**src/rtl/vga_timing_pkg.sv**
```systemverilog
// vga_timing_pkg: default 640x480@60 timing constants, sync polarity levels and raster region decode
package vga_timing_pkg;
  localparam int DEF_H_ACTIVE = 640;
  localparam int DEF_H_FP = 16;
  localparam int DEF_H_SYNC = 96;
  localparam int DEF_H_BP = 48;
  localparam int DEF_V_ACTIVE = 480;
  localparam int DEF_V_FP = 10;
  localparam int DEF_V_SYNC = 2;
  localparam int DEF_V_BP = 33;
  localparam int DEF_CLK_DIV = 2;
  localparam bit SYNC_ACTIVE_LOW = 1'b0;
  localparam bit SYNC_ACTIVE_HIGH = 1'b1;
  typedef enum logic [1:0] {ACTIVE, FRONT, SYNC, BACK} region_e;
  function automatic region_e region(int pos, int act, int fp, int sync);
    return pos < act ? ACTIVE : pos < act + fp ? FRONT : pos < act + fp + sync ? SYNC : BACK;
  endfunction
endpackage

```
**src/rtl/vga_pixel_strobe.sv**
```systemverilog
// vga_pixel_strobe: CLK_DIV divider giving a combinational pixel step and a registered pixel_en strobe
module vga_pixel_strobe #(
  parameter int CLK_DIV = 2
) (
  input  logic clk,
  input  logic n_rst,
  input  logic enable,
  input  logic restart,
  output logic step,
  output logic pixel_en
);
  localparam int DW = CLK_DIV > 1 ? $clog2(CLK_DIV) : 1;
  logic [DW-1:0] div_q, div_d;
  logic pixel_en_q, last;
  always_comb begin
    last = div_q == DW'(CLK_DIV - 1);
    step = enable && !restart && last;
    div_d = restart || (enable && last) ? '0 : enable ? div_q + 1'b1 : div_q;
  end
  always_ff @(posedge clk or negedge n_rst)
    if (!n_rst) begin
      div_q <= '0;
      pixel_en_q <= 1'b0;
    end else begin
      div_q <= div_d;
      pixel_en_q <= step;
    end
  assign pixel_en = pixel_en_q;
endmodule

```
**src/rtl/vga_timing_gen.sv**
```systemverilog
// vga_timing_gen: VGA raster timing generator; defining VGA_TIMING_FRAME_CNT_EN adds the frame_count port
module vga_timing_gen
  import vga_timing_pkg::*;
#(
  parameter int H_ACTIVE = DEF_H_ACTIVE,
  parameter int H_FP = DEF_H_FP,
  parameter int H_SYNC = DEF_H_SYNC,
  parameter int H_BP = DEF_H_BP,
  parameter int V_ACTIVE = DEF_V_ACTIVE,
  parameter int V_FP = DEF_V_FP,
  parameter int V_SYNC = DEF_V_SYNC,
  parameter int V_BP = DEF_V_BP,
  parameter int CLK_DIV = DEF_CLK_DIV,
  parameter bit SYNC_POL = SYNC_ACTIVE_LOW,
  localparam int H_TOTAL = H_ACTIVE + H_FP + H_SYNC + H_BP,
  localparam int V_TOTAL = V_ACTIVE + V_FP + V_SYNC + V_BP,
  localparam int COL_W = $clog2(H_TOTAL),
  localparam int ROW_W = $clog2(V_TOTAL),
  localparam int ADDR_W = $clog2(H_ACTIVE * V_ACTIVE)
) (
  input  logic              clk,
  input  logic              n_rst,
  input  logic              enable,
  input  logic              restart,
  output logic              pixel_en,
  output logic [COL_W-1:0]  col,
  output logic [ROW_W-1:0]  row,
  output logic              hsync,
  output logic              vsync,
  output logic              active,
  output logic              line_start,
  output logic              frame_start,
  output logic [ADDR_W-1:0] pixel_addr
`ifdef VGA_TIMING_FRAME_CNT_EN
  ,
  output logic [15:0]       frame_count
`endif
);
  logic step, h_last, v_last, wrap;
  logic [COL_W-1:0] col_q, col_d;
  logic [ROW_W-1:0] row_q, row_d;
  logic [ADDR_W-1:0] addr_q, addr_d;
  logic hs_q, hs_d, vs_q, vs_d, act_q, act_d, ls_q, ls_d, fs_q, fs_d;
  region_e h_reg, v_reg;
  vga_pixel_strobe #(.CLK_DIV(CLK_DIV)) u_strobe (
    .clk(clk),
    .n_rst(n_rst),
    .enable(enable),
    .restart(restart),
    .step(step),
    .pixel_en(pixel_en)
  );
  always_comb begin
    h_last = col_q == COL_W'(H_TOTAL - 1);
    v_last = row_q == ROW_W'(V_TOTAL - 1);
    wrap = step && h_last && v_last;
    col_d = restart || (step && h_last) ? '0 : step ? col_q + 1'b1 : col_q;
    row_d = restart || wrap ? '0 : step && h_last ? row_q + 1'b1 : row_q;
    h_reg = region(int'(col_d), H_ACTIVE, H_FP, H_SYNC);
    v_reg = region(int'(row_d), V_ACTIVE, V_FP, V_SYNC);
    act_d = h_reg == ACTIVE && v_reg == ACTIVE;
    addr_d = restart || wrap ? '0 : step && act_d ? addr_q + 1'b1 : addr_q;
    hs_d = (SYNC_POL == SYNC_ACTIVE_HIGH) ? h_reg == SYNC : h_reg != SYNC;
    vs_d = (SYNC_POL == SYNC_ACTIVE_HIGH) ? v_reg == SYNC : v_reg != SYNC;
    ls_d = restart || (step && h_last);
    fs_d = restart || wrap;
  end
  always_ff @(posedge clk or negedge n_rst)
    if (!n_rst) begin
      col_q <= '0;
      row_q <= '0;
      addr_q <= '0;
      act_q <= 1'b1;
      hs_q <= !SYNC_POL;
      vs_q <= !SYNC_POL;
      ls_q <= 1'b0;
      fs_q <= 1'b0;
    end else begin
      col_q <= col_d;
      row_q <= row_d;
      addr_q <= addr_d;
      act_q <= act_d;
      hs_q <= hs_d;
      vs_q <= vs_d;
      ls_q <= ls_d;
      fs_q <= fs_d;
    end
  assign col = col_q;
  assign row = row_q;
  assign pixel_addr = addr_q;
  assign active = act_q;
  assign hsync = hs_q;
  assign vsync = vs_q;
  assign line_start = ls_q;
  assign frame_start = fs_q;
`ifdef VGA_TIMING_FRAME_CNT_EN
  logic [15:0] fc_q, fc_d;
  always_comb fc_d = restart ? '0 : wrap ? fc_q + 1'b1 : fc_q;
  always_ff @(posedge clk or negedge n_rst)
    if (!n_rst) fc_q <= '0;
    else fc_q <= fc_d;
  assign frame_count = fc_q;
`endif
endmodule
```
**config.mk**
```make
export PLATFORM = sky130hd
export DESIGN_NAME = vga_timing_gen
export DESIGN_NICKNAME = d
export VERILOG_FILES = /design/src/rtl/vga_timing_pkg.sv /design/src/rtl/vga_pixel_strobe.sv /design/src/rtl/vga_timing_gen.sv
export SDC_FILE = /design/constraint.sdc
export NUM_CORES = 1
export LEC_CHECK = 0
export CORE_UTILIZATION = 52
export DETAILED_ROUTE_END_ITERATION = 16
export GPL_ROUTABILITY_DRIVEN = 0
export PLACE_DENSITY_LB_ADDON = 0.05
export SETUP_SLACK_MARGIN = 0.02
export SYNTH_ARGS = -nofsm -noshare
export SYNTH_HDL_FRONTEND = slang
export SYNTH_SLANG_ARGS = --single-unit
```
**constraint.sdc**
```tcl
create_clock -name clk -period 3.7 [get_ports clk]
set_clock_uncertainty 0.2 [all_clocks]
set_input_delay 0.37 -clock clk [delete_from_list [all_inputs] [get_ports clk]]
set_output_delay 0.37 -clock clk [all_outputs]
set_load 0.005 [all_outputs]
```
==> results.rst <==
.. list-table::
   :header-rows: 1

   * - Metric
     - Value
   * - Clock sink count
     - 46
   * - Number of synthesis warnings
     - 0
   * - Number of synthesized register bits
     - 46
   * - Max-cap violations
     - 0
   * - Final setup TNS
     - 0 ns
   * - Critical-path cell with the highest stage delay
     - or4b_4
   * - Most common cell type on the critical path
     - or4_1
   * - Worst vdd rail ir drop
     - roughly 210 uV
   * - Maximum achievable frequency
     - 0.296 GHz
   * - Floorplan core area
     - 4470 sq um
   * - Async set-reset flop share out of synthesis
     - 100%
   * - Via Count
     - about 2200
   * - Placement-stage cell area
     - 2980 sq um
   * - Die area
     - 5050 sq um
   * - Total setup violations reported at the end of the flow
     - 0
   * - First-pass GRT wire length
     - a little over 9000 um
   * - Worst-case register-to-register setup slack
     - approximately 0.33 ns
   * - Detailed-routing wirelength on met1
     - between 2000 and 2500 um
   * - Synth Flop Type
     - dfrtp_1
   * - Post-synthesis xor/xnor area fraction
     - under 10%
   * - Cts bufs inserted
     - 5
   * - Max-slew violation total from the final report
     - 0
   * - Nature of the critical path startpoint
     - flip-flop
   * - Number of cell rows
     - 24
   * - Setup repair after global routing missed its margin
     - no
   * - Critical Path Max Stage Delay
     - between 0.5 and 0.6 ns
   * - CTS tree
     - built
   * - Beginning of the worst register-to-register path
     - col[6]
   * - HPWL after detailed placement
     - about 3800 um
   * - Post-synthesis cell type count
     - between 40 and 50
   * - Ant diodes
     - 0
   * - Synthesized-area fraction occupied by and/or/nand/nor cells
     - approximately a quarter
   * - Detailed-routed wire length on met2
     - ~2700 um
   * - Pwr/cell area
     - about 280 nW/um^2
   * - Critical Path End Type
     - flip-flop
   * - Critical path required time
     - between 3 and 4 ns
   * - Drt first-iter violations
     - about 120
   * - Type of the setup path with the least slack
     - flip-flop to flip-flop
   * - Fraction of synthesized area in multiplexers
     - 0%
   * - Number of buffers inserted by port buffering
     - 48
   * - Post-route cell area
     - slightly above 3000 sq um
   * - Run status
     - finished with violations
   * - Via count of the first global-routing pass
     - 1986
   * - Detail Route met3 WL
     - 164 um
   * - Share of the yosys chip area belonging to registers
     - ~47%
   * - Number of antenna violations at the first check in global routing
     - 0
   * - Period utilization
     - approximately nine tenths
   * - Adder-Cell Fraction of Synth Area
     - under 10%
   * - H-tree Lvls
     - 2
   * - Number of instances in the synthesized netlist
     - 266
   * - DRC errors left
     - 2
   * - Die extent in x
     - 71.1 um
   * - Sum of overflow across all layers after global routing
     - 0
   * - Final net count
     - 324
   * - Lkg Pwr
     - around 0.0012 uW
   * - Number of detailed-route iterations in the first pass
     - 12
   * - Share of post-route cells with drive strength above 1
     - 10.1%
   * - IO Pins
     - 49
   * - Largest fanout on the critical path
     - 20
   * - Post-CTS resize count
     - 0
   * - Initial standard-cell utilization of the core
     - approximately 55%
   * - Failing checks
     - design-rule violations
   * - Total wire length after detailed routing
     - 5380 um
   * - Vias/cell
     - ~5.9
   * - Top layer in use
     - met4
   * - Worst Path Arrival
     - approximately 3.4 ns
   * - Kind of path behind the tightest hold check
     - input port to async pin
   * - Synthesized-area fraction occupied by ao, oa, aoi and oai cells
     - around 13%
   * - Longest Clk Path Bufs
     - 2
   * - Transition time of the tightest slew-check pin
     - 1.01 ns
   * - Root Driver
     - clkbuf_8
   * - Wire length per cell
     - ~15 um
   * - Final critical path time including I/O delays and setup
     - between 3 and 4 ns
   * - Post-CTS Setup Inserts
     - 0
   * - Vertical die dimension
     - 71.1 um
   * - Netlist area before placement
     - between 2000 and 2500 sq um
   * - Mean post-synth cell area
     - between 9 and 10 sq um
   * - Cell chain of the critical path
     - or4b_4, or4_1, buf_4, o21ai_1, a21oi_2, a311o_2, or4_1, a21oi_1
   * - Final antenna-violating net count
     - 0
   * - Fill cell count
     - approximately 370
   * - Clock transition at path regs
     - ~0.090 ns
   * - Number of nets in the synthesized netlist
     - 274
   * - Number of failing hold endpoints at the final stage
     - 0
   * - Clock latency on the worst-skew pair
     - around 0.30 ns
   * - Launching element of the worst setup path
     - col[6]
   * - Worst slew margin relative to its limit
     - between 30% and 40%
   * - Number of enable flip-flop cells after synthesis
     - 0
   * - Area delta synth->final
     - 23.4%
   * - Main combinational cell family by area after synthesis
     - simple AND/OR/NAND/NOR gates
   * - Largest net degree at the start of global routing
     - 47
   * - CTS Hold Bufs
     - 0
   * - Combined global-route utilization of all metal layers
     - a little under a quarter
==> routing by layer <==
metal | vias up | track usage [%]
li1 | 1071 | -
met1 | 1041 | 29.3
met2 | 41 | 39.7
met3 | 8 | 4.56
met4 | 0 | 8.89
met5 | - | 0
==> final timing paths <==
kind / to / depth (start not counted)
worst max-delay path: pixel_addr[13] / 8
worst min-delay path: pixel_addr[10] / 1
worst max register to register: pixel_addr[13] / 8
worst min register to register: pixel_addr[12] / 2
max in group asynchronous: row[4] / 1
min in group clk: pixel_addr[12] / 2
==> metrics by stage <==
stage	hold WS [ns]	power, uW	worst slack [ns]	util [%]	std cells
after detailed placement	0.356	562	0.119	66.6	361
after floorplan	-0.126	540	0.559	-	266
after global placement	0.345	561	0.230	66.6	361
after global routing	0.129	880	0.177	68.5	369
final	0.0291	850	0.325	68.5	369
after CTS	0.0743	857	0.169	68.4	369
==> synth_stat cells (7+ instances only) <==
cell type  count  area (sq um)
nand4_1       14          87.6
or4_1          7          52.6
xor2_1        10          87.6
clkbuf_1       8          30.0
a21oi_1       26           130
xnor2_1        7          61.3
or3_1         12          75.1
nand2_1       20          75.1
nor2_1        21          78.8
inv_1          7          26.3
dfrtp_1       43          1080
nand3_1       14          70.1
o21ai_0       14          70.1
==> state kept, by name, indices dropped and copies added, names as in the netlist <==
| signal | count |
|---|---|
| active | 1 |
| vsync | 1 |
| u_strobe.div_q | 1 |
| row | 10 |
| col | 10 |
| frame_start | 1 |
| line_start | 1 |
| pixel_addr | 19 |
| u_strobe.pixel_en | 1 |
| hsync | 1 |
==> cell type report <==
class	count	area (sq um)	share of cell area (%)
flip-flops and latches	46	1150	37.7
well taps	52	65.1	2.12
repair buffers	59	558	18.2
multi-input cells	196	1170	38.3
clock inverters	2	10.0	0.327
clock buffers	6	72.6	2.37
inverters	8	30.0	0.980
==> placed cells by master (no fill, tap or decap), drive strengths merged, types with 10 or more instances in the layout <==
master          n
xor2           10
nor2           21
o21ai          16
or3            15
nand2          20
nand3          14
clkdlybuf4s50  47
buf            12
nand4          14
a21oi          27
dfrtp          43
==> power by group <==
part / internal (uW) / switching, uW
Sequential: 507 / 4.36
Clock: 131 / 168
Combinational: 15.0 / 24.8
==> cell families (layout without fill, tap and decap cells) <==
| group | count (synthesis) | after routing |
|---|---|---|
| fa+ha+maj | 4 | 4 |
| xor+xnor | 17 | 17 |
| compound gates | 56 | 56 |
| simple gates | 119 | 119 |
| buf+inv | 24 | 75 |
| flops | 46 | 46 |
==> worst max-delay path, delay by kind of cell (launching register included) <==
kind	cells	cell delay [ns]
simple gates	3	1.62
compound gates	4	0.85
flops	1	0.45
buf+inv	1	0.18
No activity file was read; power rests on OpenSTA's default activity.
